[src/rtl/aes_pkg.sv]
// Shared AES byte-serial types and ShiftRows index helpers.
// Used by inv_shift_rows_loader and sr_state_bank.
package aes_pkg;

  localparam int AES_NB_BYTES = 16;

  typedef logic [7:0]   byte_t;
  typedef logic [0:127] state_t;

  // k = 4*col + row; column index wraps mod 4 in 2 bits
  function automatic logic [3:0] inv_sr_idx(input logic [3:0] k);
    logic [1:0] r;
    logic [1:0] c;
    logic [1:0] d;
    r = k[1:0];
    c = k[3:2];
    d = c + r;
    return {d, r};
  endfunction

  function automatic logic [3:0] fwd_sr_idx(input logic [3:0] k);
    logic [1:0] r;
    logic [1:0] c;
    logic [1:0] d;
    r = k[1:0];
    c = k[3:2];
    d = c - r;
    return {d, r};
  endfunction

endpackage

[src/rtl/sr_state_bank.sv]
// One 128-bit state bank with byte write at a 4-bit index.
// Synchronous clear has priority over the write.
module sr_state_bank
  import aes_pkg::*;
(
  input  logic       clock,
  input  logic       clear,
  input  logic       we,
  input  logic [3:0] widx,
  input  byte_t      wdata,
  output state_t     state
);

  state_t state_q;
  state_t state_d;

  always_comb begin
    state_d = state_q;
    if (clear) begin
      state_d = '0;
    end else if (we) begin
      state_d[{widx, 3'b000} +: 8] = wdata;
    end
  end

  always_ff @(posedge clock) begin
    state_q <= state_d;
  end

  assign state = state_q;

endmodule

[src/rtl/inv_shift_rows_loader.sv]
// Byte-serial InvShiftRows loader with ping-pong banks.
// AES_SHIFT_DIR_SEL_EN adds a per-block decrypt select.
module inv_shift_rows_loader
  import aes_pkg::*;
(
  input  logic         clock,
  input  logic         reset,
  input  logic         in_valid,
  output logic         in_ready,
  input  logic [7:0]   in_byte,
  input  logic         in_last,
  output logic         out_valid,
  input  logic         out_ready,
  output logic [0:127] State_Out,
  output logic         frame_err
`ifdef AES_SHIFT_DIR_SEL_EN
  ,
  input  logic         decrypt
`endif
);

  localparam logic [3:0] LAST_IDX = 4'(AES_NB_BYTES - 1);

  logic [3:0] cnt_q, cnt_d;
  logic       wr_sel_q, wr_sel_d;
  logic       rd_sel_q, rd_sel_d;
  logic [1:0] full_q, full_d;
  logic       ferr_q, ferr_d;

  logic       acc;
  logic       rel;
  logic [3:0] widx;
  state_t     bank0;
  state_t     bank1;

  assign in_ready  = ~full_q[wr_sel_q] & ~reset;
  assign out_valid = full_q[rd_sel_q];
  assign State_Out = rd_sel_q ? bank1 : bank0;
  assign frame_err = ferr_q;

  assign acc = in_valid & in_ready;
  assign rel = out_valid & out_ready;

`ifdef AES_SHIFT_DIR_SEL_EN
  logic dir_q, dir_d;
  logic dir_cur;

  // byte 0 uses the live input; later bytes use the latched one
  assign dir_cur = (cnt_q == 4'd0) ? decrypt : dir_q;
  assign dir_d   = (acc && cnt_q == 4'd0) ? decrypt : dir_q;
  assign widx    = dir_cur ? inv_sr_idx(cnt_q) : fwd_sr_idx(cnt_q);

  always_ff @(posedge clock) begin
    if (reset) dir_q <= 1'b1;
    else       dir_q <= dir_d;
  end
`else
  assign widx = inv_sr_idx(cnt_q);
`endif

  always_comb begin
    cnt_d    = cnt_q;
    wr_sel_d = wr_sel_q;
    rd_sel_d = rd_sel_q;
    full_d   = full_q;
    ferr_d   = 1'b0;
    if (acc) begin
      if (in_last && cnt_q != LAST_IDX) begin
        ferr_d = 1'b1;
        cnt_d  = 4'd0;
      end else if (cnt_q == LAST_IDX) begin
        full_d[wr_sel_q] = 1'b1;
        wr_sel_d         = ~wr_sel_q;
        cnt_d            = 4'd0;
        ferr_d           = ~in_last;
      end else begin
        cnt_d = cnt_q + 4'd1;
      end
    end
    if (rel) begin
      full_d[rd_sel_q] = 1'b0;
      rd_sel_d         = ~rd_sel_q;
    end
  end

  always_ff @(posedge clock) begin
    if (reset) begin
      cnt_q    <= 4'd0;
      wr_sel_q <= 1'b0;
      rd_sel_q <= 1'b0;
      full_q   <= 2'b00;
      ferr_q   <= 1'b0;
    end else begin
      cnt_q    <= cnt_d;
      wr_sel_q <= wr_sel_d;
      rd_sel_q <= rd_sel_d;
      full_q   <= full_d;
      ferr_q   <= ferr_d;
    end
  end

  sr_state_bank u_bank0 (
    .clock (clock),
    .clear (reset),
    .we    (acc & ~wr_sel_q),
    .widx  (widx),
    .wdata (in_byte),
    .state (bank0)
  );

  sr_state_bank u_bank1 (
    .clock (clock),
    .clear (reset),
    .we    (acc & wr_sel_q),
    .widx  (widx),
    .wdata (in_byte),
    .state (bank1)
  );

endmodule
[config.mk]
export PLATFORM = sky130hd
export DESIGN_NAME = inv_shift_rows_loader
export DESIGN_NICKNAME = d
export VERILOG_FILES = /design/src/rtl/aes_pkg.sv /design/src/rtl/sr_state_bank.sv /design/src/rtl/inv_shift_rows_loader.sv
export SDC_FILE = /design/constraint.sdc
export NUM_CORES = 1
export LEC_CHECK = 0
export BUFFER_PORTS_ARGS = -buffer_cell sky130_fd_sc_hd__buf_2
export CAP_MARGIN = 30
export CORE_MARGIN = 2
export CORE_UTILIZATION = 30
export DETAILED_ROUTE_END_ITERATION = 10
export GPL_TIMING_DRIVEN = 0
export HOLD_SLACK_MARGIN = 0.12
export PLACE_DENSITY = 0.43
export SLEW_MARGIN = 20
export SYNTH_ARGS = -nofsm -noshare
export SYNTH_HDL_FRONTEND = slang
export SYNTH_SLANG_ARGS = --single-unit
export TNS_END_PERCENT = 5
[constraint.sdc]
create_clock -name clock -period 5.8 [get_ports clock]
set_clock_uncertainty 0.05 [all_clocks]
set_input_delay 1.16 -clock clock [delete_from_list [all_inputs] [get_ports clock]]
set_output_delay 1.16 -clock clock [all_outputs]
set_load 0.05 [all_outputs]
==> impl_metrics.tcl <==
set metrics [dict create \
    worst_pin_slew_ns 0.950 \
    clk_path_buf_depth 3 \
    synth_seq_cells 265 \
    hold_violations 0 \
    drtIter0Drc 361 \
    io_buffers 143 \
    synth.top_cells.by_area "dfxtp_1 (43%), mux2i_1 (21%), nand2b_1 (13%)" \
    synth_top_cell_area_share 0.432 \
    layout-drive-gt1-share 0.271 \
    placed_area_mm2 0.0137 \
    tns_ns 0 \
    period_share 0.793 \
    cts.sinks 265 \
    period_minus_slack_ns 4.60 \
    netlist_area_mm2 0.0123 \
    layout.cells.non_filler 1886 \
    crit_path_end_kind "output port" \
    finalSetupViolCount 0 \
    grt_start_max_net_pins 16 \
    multiInputGateArea_mm2 0.00668 \
    dp_cells 1830 \
    die_area_mm2 0.0425 \
    p_leak_uw 0.00697 \
    rows 74 \
    path_class "register to output port" \
    path_depth 5 \
    track_usage 0.176 \
    crit_end "State_Out[4]" \
    synth_top_family_by_area "multiplexers" \
    wl_um 37400 \
    drtPass1Iterations 4 \
    synth_simple_gate_area_share 0.202 \
    yosysTopAreaCell "dfxtp_1" \
    maxSlewHeadroom 0.366 \
    post-cts-setup-buffers 0 \
    critPathSlowestCell "clkbuf_1" \
    reg2regPathDepth 6 \
    filler_cell_count 4127 \
    drv_cap 0 \
    fmax_ghz 0.217 \
    finalHoldWorstSlack_ns 0.418 \
    crit_family "buffers and inverters" \
    cp.required_ns 4.59 \
    syn_inst 1151 \
    grt_overflow_total 0 \
    cp_common_cell "clkbuf_1" \
    final_core_util 0.362 \
    grt_pass1_wl_um 56100 \
    fin_area_mm2 0.0147 \
    r2r_end "u_bank1.state[111]$_SDFFE_PP0P_" \
    initial_utilization 0.302 \
    path_max_fanout 10 \
    routedWlPerCell_um 19.8 \
    vdd_drop_max_mv 0.208 \
    vias 8584 \
    die_h_um 206 \
    ctsResizeCount 0 \
    via_per_inst 4.55 \
    clk_latency_ns 0.57 \
    cts_tree "built" \
    syn_to_final_growth_pct 19.9 \
    r2r_start "cnt_q[0]$_SDFFE_PP0N_" \
    antenna_found_initial 0 \
    synth_compound_area_frac 0.00551 \
    post-dp-hpwl_um 27000 \
    synth_fa_ha_area_frac 0.00612 \
    rsz0062_at_grt "no" \
    seq_area_mm2 0.00531 \
    die_w_um 206 \
    ant_nets 0 \
    coreArea_mm2 0.0406 \
    hold_path_class "register to register" \
    numCtsBuffers 31 \
    io_pins 144 \
    slowest_delay_ns 0.66 \
    avgSynthCellArea_um2 10.7 \
    htreeDepth 1 \
    hold_buffers 0 \
    gp_congestion 0.763 \
    cts-root-buf "clkbuf_16" \
    synth_cell_types 35 \
    cts.clk_slew.worst_paths_ns 0.06 \
    ys_warn_count 0 \
    drc 0 \
    status "finished clean" \
    ys_seq_area_frac 0.432 \
    regToRegSetupSlack_ns 3.02 \
    cp-start-kind "register" \
    synth_fp_nets 1170 \
    cp.arrival_ns 3.39 \
    cp-startpoint "rd_sel_q$_SDFFE_PP0N_" \
    crit_chain "clkbuf_1, clkbuf_1, clkbuf_1, mux2_2, buf_2" \
    critPathBufInv 4 \
    synthMuxAreaShare 0.328 \
    num-nets-final 1352 \
    yosys.area_share.xor_xnor 0.00255 \
    grt_pass1_vias 8903 \
    diodes 0 \
    p_per_area_mw_per_mm2 270 \
    maxSlewViolCount 0 \
]
[synthesized netlist by cell type, drive strengths merged]
cell,number
xnor3,1
nand2b,262
a31o,1
nor3b,9
dfxtp,265
a31oi,1
nand3,7
mux2i,256
buf,13
nor2b,5
xnor2,1
and2,2
nand4,2
mux2,130
a21oi,6
nand2,86
nor4,1
o21ai,3
and3b,8
and3,6
nand3b,2
o21a,1
clkbuf,52
inv,4
or2,1
nor2,19
ha,6
nor3,1
[sequential cells by signal, summed over array words and instances (netlist names)]
signal and count:
cnt_q 4, wr_sel_q 1, u_bank1.state 128, rd_sel_q 1, full_q 2, frame_err 1
u_bank0.state 128
[where the power goes]
group	leakage, µW	internal (µW)	switching, µW
sequential	0.00213	1820	2.40
clock	0.000510	1200	788
combinational	0.00432	53.7	97.7
[worst min path at each step]
stage	start	cells past startpoint	slack (ns)	to
4_1_cts	u_bank0.state[40]$_SDFFE_PP0P_	2	0.42	u_bank0.state[40]$_SDFFE_PP0P_
3_5_place_dp	u_bank1.state[51]$_SDFFE_PP0P_	2	0.41	u_bank1.state[51]$_SDFFE_PP0P_
3_3_place_gp	u_bank1.state[43]$_SDFFE_PP0P_	2	0.41	u_bank1.state[43]$_SDFFE_PP0P_
5_1_grt	u_bank1.state[50]$_SDFFE_PP0P_	2	0.44	u_bank1.state[50]$_SDFFE_PP0P_
6_report	u_bank0.state[106]$_SDFFE_PP0P_	2	0.42	u_bank0.state[106]$_SDFFE_PP0P_
2_1_floorplan	u_bank1.state[104]$_SDFFE_PP0P_	2	0.40	u_bank1.state[104]$_SDFFE_PP0P_
[final cells by class]
class	count	share of cell area
Clock buffer	49	0.0648
Tap cell	532	0.0452
Inverter	4	0.00102
Timing Repair Buffer	149	0.0507
Clock inverter	5	0.00536
Buffer	65	0.0185
Multi-Input combinational cell	817	0.454
Sequential cell	265	0.361
[tightest hold or removal path, delay by kind of cell, from the launching register on]
| kind | cells | cell delay, ns |
|---|---|---|
| multiplexers | 1 | 0.06 |
| AND/OR/NAND/NOR | 1 | 0.06 |
| flip-flops | 1 | 0.30 |
[placed cells by master, fill, tap and decap left out, types with 3 or more instances in the layout]
cell       count
and3b_1        8
buf_2        154
nor2b_1        5
clkbuf_16     31
and3_1         6
mux2i_1      256
ha_1           6
nor3b_1        9
clkbuf_1      59
nor2_1        11
nand2_2       20
buf_1          3
mux2_2       130
nand2b_1     262
inv_1          4
dfxtp_1      265
clkbuf_8      11
nand2_1       66
o21ai_0        3
a21oi_1        6
nor2_8         4
nand3_1        7
[layer usage]
layer,global-route usage,wire length [µm],part of all wire
met5,0,0,0
met4,0.0372,481,0.013
met3,0.0232,1590,0.042
met2,0.299,17700,0.47
met1,0.238,17700,0.47
[cells by family after synthesis]
group                    count (synthesis)
adder cells (fa/ha/maj)                  6
multiplexers                           386
AND/OR/NAND/NOR                        411
XOR/XNOR                                 2
AO/OA/AOI/OAI                           12
buffers and inverters                   69
flip-flops                             265
[metrics by stage]
stage               setup slack [ns]  total power (µW)
global placement                1.53              2020
finish                          1.20              3970
global route                    1.11              4110
floorplan                       2.21              1960
CTS                             1.10              4040
detailed placement              1.54              2020
Note: power is estimated with default switching activity, not from simulation.
